--- src/rtl/ac2_pkg.sv ---
// Shared types and width helpers for the ac2 accumulate path.
// Latency: n/a (declarations only).
// Backpressure: n/a.
package ac2_pkg;

  typedef enum logic [1:0] {IDLE, ACCUM, DONE} ac2_state_t;

  localparam int AC2_LANES = 4;

  // Mux data width: enough for a sum of M products of Pa-bit operands, plus sign.
  function automatic int ac2_w(input int m, input int pa);
    return $clog2(m) + pa + 1;
  endfunction

  // Accumulator width: N additions of a W-bit signed value cannot overflow.
  function automatic int ac2_aw(input int w, input int n);
    return w + $clog2(n) + 1;
  endfunction

endpackage

--- src/rtl/ac2_lane_acc.sv ---
// One lane accumulator: AW-bit register adding the sign-extended mux value.
// Latency: sum visible one edge after en.
// Backpressure: none; holds whenever en is low.
module ac2_lane_acc #(
  parameter int W  = 13,
  parameter int AW = 16
) (
  input  logic          clk,
  input  logic          rst,
  input  logic          clr,
  input  logic          en,
  input  logic [W-1:0]  mux_in,
  output logic [AW-1:0] acc
);

  logic [AW-1:0] addend;

  assign addend = {{(AW-W){mux_in[W-1]}}, mux_in};

  // Clear dominates add; the add wraps modulo 2^AW by construction.
  always_ff @(posedge clk) begin
    if (rst || clr) begin
      acc <= '0;
    end else if (en) begin
      acc <= acc + addend;
    end
  end

endmodule

--- src/rtl/ac2_accum_seq.sv ---
// Round-robin 4-lane accumulator sequencing the ac2_mux select over N steps.
// Latency: start at edge 0, beats at edges 1..4N, out_valid after edge 4N (+1 per stall).
// Backpressure: in_valid=0 stalls in ACCUM; result held in DONE until out_ready.
module ac2_accum_seq
  import ac2_pkg::*;
#(
  parameter int M  = 16,
  parameter int Pa = 8,
  parameter int N  = 4,
  localparam int W  = ac2_w(M, Pa),
  localparam int AW = ac2_aw(W, N)
) (
  input  logic                          clk,
  input  logic                          rst,
  input  logic                          start,
  input  logic                          in_valid,
  input  logic [W-1:0]                  mux_in,
  output logic [1:0]                    sel_w_en,
  output logic                          busy,
  output logic                          out_valid,
  input  logic                          out_ready,
  output logic [AC2_LANES*AW-1:0]       acc_out
);

  localparam int             SW        = (N > 1) ? $clog2(N) : 1;
  localparam logic [SW-1:0]  LAST_STEP = SW'(N - 1);
  localparam logic [1:0]     LAST_LANE = 2'(AC2_LANES - 1);

  ac2_state_t     state_q;
  ac2_state_t     state_d;
  logic [1:0]     sel_d;
  logic [SW-1:0]  step_q;
  logic [SW-1:0]  step_d;
  logic           clr_acc;
  logic           add_en;

  // Next state, select/step advance and accumulator controls.
  always_comb begin
    state_d = state_q;
    sel_d   = sel_w_en;
    step_d  = step_q;
    clr_acc = 1'b0;
    add_en  = 1'b0;
    case (state_q)
      IDLE: begin
        if (start) begin
          state_d = ACCUM;
          sel_d   = '0;
          step_d  = '0;
          clr_acc = 1'b1;
        end
      end
      ACCUM: begin
        if (in_valid) begin
          add_en = 1'b1;
          sel_d  = sel_w_en + 2'd1;
          if (sel_w_en == LAST_LANE) begin
            if (step_q == LAST_STEP) begin
              state_d = DONE;
              step_d  = '0;
            end else begin
              step_d = step_q + 1'b1;
            end
          end
        end
      end
      DONE: begin
        // start here (even on the handshake edge) is deliberately dropped.
        if (out_ready) begin
          state_d = IDLE;
        end
      end
      default: state_d = IDLE;
    endcase
  end

  // State, select, step and the registered status outputs.
  always_ff @(posedge clk) begin
    if (rst) begin
      state_q   <= IDLE;
      sel_w_en  <= '0;
      step_q    <= '0;
      busy      <= 1'b0;
      out_valid <= 1'b0;
    end else begin
      state_q   <= state_d;
      sel_w_en  <= sel_d;
      step_q    <= step_d;
      busy      <= (state_d != IDLE);
      out_valid <= (state_d == DONE);
    end
  end

  for (genvar k = 0; k < AC2_LANES; k++) begin : g_lane
    ac2_lane_acc #(
      .W  (W),
      .AW (AW)
    ) u_lane (
      .clk    (clk),
      .rst    (rst),
      .clr    (clr_acc),
      .en     (add_en && (sel_w_en == 2'(k))),
      .mux_in (mux_in),
      .acc    (acc_out[k*AW +: AW])
    );
  end

endmodule

--- config.mk ---
export PLATFORM = sky130hd
export DESIGN_NAME = ac2_accum_seq
export DESIGN_NICKNAME = d
export VERILOG_FILES = /design/src/rtl/ac2_pkg.sv /design/src/rtl/ac2_lane_acc.sv /design/src/rtl/ac2_accum_seq.sv
export SDC_FILE = /design/constraint.sdc
export NUM_CORES = 1
export LEC_CHECK = 0
export ABC_AREA = 1
export CORE_UTILIZATION = 36
export CTS_BUF_LIST = sky130_fd_sc_hd__clkbuf_16
export CTS_CLUSTER_SIZE = 24
export DETAILED_ROUTE_END_ITERATION = 16
export GPL_ROUTABILITY_DRIVEN = 0
export GPL_TIMING_DRIVEN = 0
export SLEW_MARGIN = 20
export SYNTH_ARGS = -nofsm -noshare
export SYNTH_HDL_FRONTEND = slang
export SYNTH_SLANG_ARGS = --single-unit
--- constraint.sdc ---
create_clock -name clk -period 3.3 [get_ports clk]
set_clock_uncertainty 0.15 [all_clocks]
set_input_delay 0.66 -clock clk [delete_from_list [all_inputs] [get_ports clk]]
set_output_delay 0.66 -clock clk [all_outputs]
set_load 0.005 [all_outputs]
==> results of run 1 <==
## power groups by stage
stage               sequential, uW  clock [uW]  combinational (uW)
floorplan                      929           0                 317
CTS                            914        1030                 479
global route                   916        1050                 538
finish                         913        1000                 478
global placement               933           0                 474
detailed placement             933           0                 477
## cells in the mapped netlist
| cell | number | area, um^2 |
|---|---|---|
| buf_6 | 7 | 78.8 |
| clkinv_4 | 2 | 17.5 |
| nand3b_1 | 4 | 30.0 |
| buf_2 | 3 | 15.0 |
| inv_4 | 1 | 6.26 |
| nand4_1 | 5 | 31.3 |
| inv_1 | 218 | 818 |
| clkbuf_1 | 2 | 7.51 |
| a21oi_1 | 44 | 220 |
| nor2_1 | 71 | 267 |
| ha_1 | 65 | 813 |
| xor2_1 | 16 | 140 |
| buf_4 | 5 | 37.5 |
| nor3_1 | 12 | 60.1 |
| o21a_1 | 27 | 203 |
| o31ai_1 | 1 | 7.51 |
| nand2_4 | 4 | 45.0 |
| nor2_2 | 1 | 6.26 |
| nand2_1 | 369 | 1390 |
| dfxtp_1 | 72 | 1440 |
| inv_2 | 2 | 7.51 |
| o211ai_1 | 5 | 37.5 |
| and2_1 | 4 | 25.0 |
| xnor2_1 | 9 | 78.8 |
| nor2_8 | 2 | 40.0 |
| o21ai_0 | 12 | 60.1 |
| o21ai_1 | 7 | 35.0 |
| a211oi_1 | 2 | 15.0 |
| o21bai_1 | 9 | 67.6 |
| or2_2 | 3 | 18.8 |
| nand3_1 | 83 | 415 |
| fa_1 | 4 | 80.1 |
| or2_0 | 4 | 25.0 |
## logic make-up (layout without fill, tap and decap cells)
family | Yosys count | count (layout)
AND/OR/NAND/NOR | 562 | 562
buffers and inverters | 240 | 340
AO/OA/AOI/OAI | 107 | 107
flip-flops | 72 | 72
adder cells (fa/ha/maj) | 69 | 69
XOR/XNOR | 25 | 25
## state kept, by name (all words and copies together), names as in the netlist
register	count
step_q	2
state_q	2
busy	1
sel_w_en	2
g_lane.u_lane.acc	64
out_valid	1
## through the flow
step,worst slack (ns),hold WS [ns],cells,area (um^2)
finish,0.459,0.334,1400,7950
global route,0.284,0.380,1400,7950
floorplan,1.13,0.294,1075,6540
CTS,0.458,0.335,1400,7950
global placement,0.0766,0.318,1384,7660
detailed placement,0.101,0.325,1384,7660
## final timing paths
kind                            from                        to  slack [ns]
min reg2reg                step_q[0]                 step_q[0]        0.33
max                       mux_in[12]  g_lane[3].u_lane.acc[13]        0.46
min                        step_q[0]                 step_q[0]        0.33
max reg2reg  g_lane[2].u_lane.acc[0]  g_lane[2].u_lane.acc[14]        1.28
## routing by layer
| layer | up-vias | part of all wire [%] | global-route usage, % |
|---|---|---|---|
| li1 | 3515 | - | - |
| met1 | 2827 | 51 | 28.5 |
| met2 | 97 | 43 | 32.0 |
| met3 | 13 | 4.4 | 3.15 |
| met4 | 0 | 1.3 | 6.30 |
| met5 | - | 0 | 0 |
## area by class of cell
cell class | instances | area [um^2] | share of cell area [%]
clock buffers | 9 | 225 | 2.83
multi-input cells | 763 | 4110 | 51.7
clock inverters | 7 | 62.6 | 0.787
well taps | 225 | 282 | 3.54
flip-flops and latches | 72 | 1440 | 18.1
plain buffers | 17 | 139 | 1.75
inverters | 223 | 850 | 10.7
repair buffers | 84 | 841 | 10.6
## worst max-delay path, stage by stage
cell	delay (ns)
clkdlybuf4s50_1	0.86
ha_1	0.63
nand2_1	0.15
nor3_1	0.26
nand2_1	0.10
nand3_1	0.09
nand3_1	0.07
nand2_1	0.06
inv_1	0.03
==> impl_metrics.ini, run 1 <==
[outcome]
status = finished, final reports clean

[sta]
finalCritPeriodShare_pct = 86.1
max_freq_ghz = 0.352
slew_viol_final = 0
fin_crit_ns = 2.84
finalHoldViolCount = 0
tns_ns = 0
slew_headroom_pct = 43.7
tightest_slew_ns = 0.841
rsz0062_at_grt = no
finalSetupViolCount = 0

[flow_run]
cap_violations = 0

[layout]
areaGrowthSynthToFinish_pct = 21.6
fin_util_pct = 45.3
final_cell_mix = nand2_1 (369), inv_1 (219), clkdlybuf4s50_1 (84)
layout.nets = 1257
antenna_cells = 0
n_fill_cell = 1879
drive_above_1_share_pct = 3.66
final_common_cell = nand2_1

[floorplanning]
die_width_um = 137
fp.coreArea_um2 = 17500
fp.dieArea_um2 = 18700
row_count = 48
start_util_pct = 37.3
die_h_um = 137
pin_count = 86

[critical_path]
reg2regPathDepth = 12
worstPathArrival_ns = 2.94
required_ns = 3.40
critPathKind = primary input to register
worst_setup_path_end_kind = register
cp_max_fo = 13
cp-start-kind = primary input

[clock_tree]
cts_tree = done
path_clk_slew_ns = 0.06
cts_buffers = 9
cts_sinks = 72
postCtsResizedCells = 0
hold_buffers = 0
h-tree-depth = 3
ctsLongestPathBuffers = 2
cts_root_buf = clkbuf_16
clk_latency_ns = 0.35
cts_setup_buffers = 0

[synthesis]
synth-simple-area-share_pct = 35.9
yosysWarningCount = 0
syn_avg_cell_area_um2 = 6.08
ys_types = 33
synth_xor_area_share_pct = 3.35
yosysSeqAreaShare_pct = 22.1
synth_fp_nets = 1162
synthAdderAreaFrac_pct = 13.7
ys_ff_latch = 72
synth-compound-area-share_pct = 9.88
synthCells = 1075
syn_area_um2 = 6540
synthMuxAreaShare_pct = 0
synth_top_family_by_area = simple AND/OR/NAND/NOR gates

[route]
drt_iter0_drc = 366
postRouteAntennaNets = 0
post_drt_wl_per_cell_um = 12.9
drtPass1Iterations = 5
drc_errors = 0
routed_wl_um = 18100
viasPerCell = 4.61
num_vias = 6452

[power]
combPwrFrac_pct = 20.0
power.share.clock_pct = 41.9
peakVddDrop_v = 0.000275
leakage_uw = 0.00452
switching_share_pct = 30.7
total_power_uw = 2400
power_switching_uw = 735
seq_power_share_pct = 38.1
p_int_uw = 1660
p_per_area_nw_per_um2 = 302

[global_route]
grt_pass1_wl_um = 28900
grt_max_degree = 14
antenna_found_initial = 0
grt_pass1_vias = 5738
grt_overflow_total = 0
grt.total_usage_pct = 20.4

[place]
place_hpwl_um = 14100
port_buffers = 84

[worst_hold_path]
min_path_type = register to register
hold_depth = 1
Note: power is estimated with default switching activity, not from simulation.
==> run 2: changes to the inputs <==
- GPL_TIMING_DRIVEN: 0 -> unset
- TNS_END_PERCENT: unset -> 20
==> impl_metrics.ini, run 2 (same netlist as run 1, synthesis figures left out) <==
[clock_tree]
cts_tree = done
cts_sinks = 72
cts_root_buf = clkbuf_16
cts_buffers = 9
clk_latency_ns = 0.35
path_clk_slew_ns = 0.06
postCtsResizedCells = 0
h-tree-depth = 3
ctsLongestPathBuffers = 2
hold_buffers = 0
cts_setup_buffers = 0

[layout]
design_area_um2 = 7850
area.sequential_um2 = 1440
final_cell_mix = nand2_1 (369), inv_1 (221), clkdlybuf4s50_1 (85)
max_flop_register = g_lane.u_lane.acc
antenna_cells = 0
final_common_cell = nand2_1
layout.nets = 1245
areaGrowthSynthToFinish_pct = 20.2
largest_reg_flops = 64
n_fill_cell = 1886
multiInputGateArea_um2 = 4110
drive_above_1_share_pct = 2.58

[outcome]
status = finished, final reports clean

[sta]
worst_hold_slack_ns = 0.321
rsz0062_at_grt = no
slew_viol_final = 0
finalHoldViolCount = 0
finalCritPeriodShare_pct = 79.7
finalSetupViolCount = 0
max_freq_ghz = 0.380
slew_headroom_pct = 59.5
tightest_slew_ns = 0.606
fin_crit_ns = 2.63
tns_ns = 0

[global_route]
grt_pass1_wl_um = 28200
grt.total_usage_pct = 19.6
grt_overflow_total = 0
grt_max_degree = 26
grt_pass1_vias = 5690
antenna_found_initial = 0

[critical_path]
worst_setup_path_end_kind = register
cp_max_fo = 8
worstPathArrival_ns = 2.73
cp-start-kind = primary input
required_ns = 3.40
critPathKind = primary input to register

[floorplanning]
start_util_pct = 37.3
row_count = 48
die_width_um = 137
fp.dieArea_um2 = 18700
pin_count = 86
die_h_um = 137
fp.coreArea_um2 = 17500

[route]
drt_iter0_drc = 362
num_vias = 6351
postRouteAntennaNets = 0
routed_wl_um = 17200
drc_errors = 0
post_drt_wl_per_cell_um = 12.4
drtPass1Iterations = 5
viasPerCell = 4.58

[worst_hold_path]
min_path_type = register to register

[place]
place_hpwl_um = 13300
dpl-instance-area_um2 = 7570
port_buffers = 85

[power]
power.share.clock_pct = 41.7
switching_share_pct = 30.0
seq_power_share_pct = 38.8
power_switching_uw = 706
leakage_uw = 0.00446
combPwrFrac_pct = 19.6
peakVddDrop_v = 0.000262
p_per_area_nw_per_um2 = 300
p_int_uw = 1650
total_power_uw = 2350

[flow_run]
cap_violations = 0
run 2: cell count changes in the layout (fill, tap and decap cells not counted):
cell             change
buf_4                -2
inv_6                -1
inv_1                +2
clkbuf_1             -2
clkinv_2             -1
clkdlybuf4s50_1      +1
buf_12               +1
buf_6                -7
buf_2                -3
run 2: worst max-delay path, stage by stage:
cell and delay (ns):
clkdlybuf4s50_1 0.69, fa_1 0.57, nand2_1 0.10, nand2_1 0.08
and2_1 0.18, nand2_1 0.07, nand2_1 0.08, xnor2_1 0.15
nand2_1 0.07, nand2_1 0.06, inv_1 0.03
run 2: cell type report:
cell class              instances  area share (%)
multi-input cells             763            52.3
flip-flops and latches         72            18.4
repair buffers                 89            11.4
inverters                     223            10.8
well taps                     225            3.58
clock buffers                   9            2.87
clock inverters                 7           0.717
run 2: path summary, 6_finish.rpt:
| check | cells after the start | end | from | slack, ns |
|---|---|---|---|---|
| setup / recovery | 11 | g_lane[0].u_lane.acc[8] | mux_in[1] | 0.67 |
| hold / removal | 1 | step_q[0] | step_q[0] | 0.32 |
| setup reg to reg | 11 | g_lane[0].u_lane.acc[8] | g_lane[0].u_lane.acc[0] | 1.25 |
| hold reg to reg | 1 | step_q[0] | step_q[0] | 0.32 |
run 2: metrics by stage:
stage | std cells | util [%] | worst slack [ns]
2_1_floorplan | 1075 | - | 1.13
3_3_place_gp | 1372 | 43.2 | 0.369
3_5_place_dp | 1372 | 43.2 | 0.322
4_1_cts | 1388 | 44.8 | 0.675
5_1_grt | 1388 | 44.8 | 0.476
6_report | 1388 | 44.8 | 0.669
run 2: power by group through the flow:
stage	sequential, uW	clock [uW]	combinational (uW)
3_5_place_dp	932	0	461
6_report	913	980	460
4_1_cts	913	1000	463
5_1_grt	916	1050	523
2_1_floorplan	929	0	317
3_3_place_gp	932	0	458
run 2: routing by layer:
layer	global-route usage [%]	share of wire [%]
met1	27.0	51
met2	30.4	43
met3	3.41	4.8
met4	6.73	1.7
met5	0	0
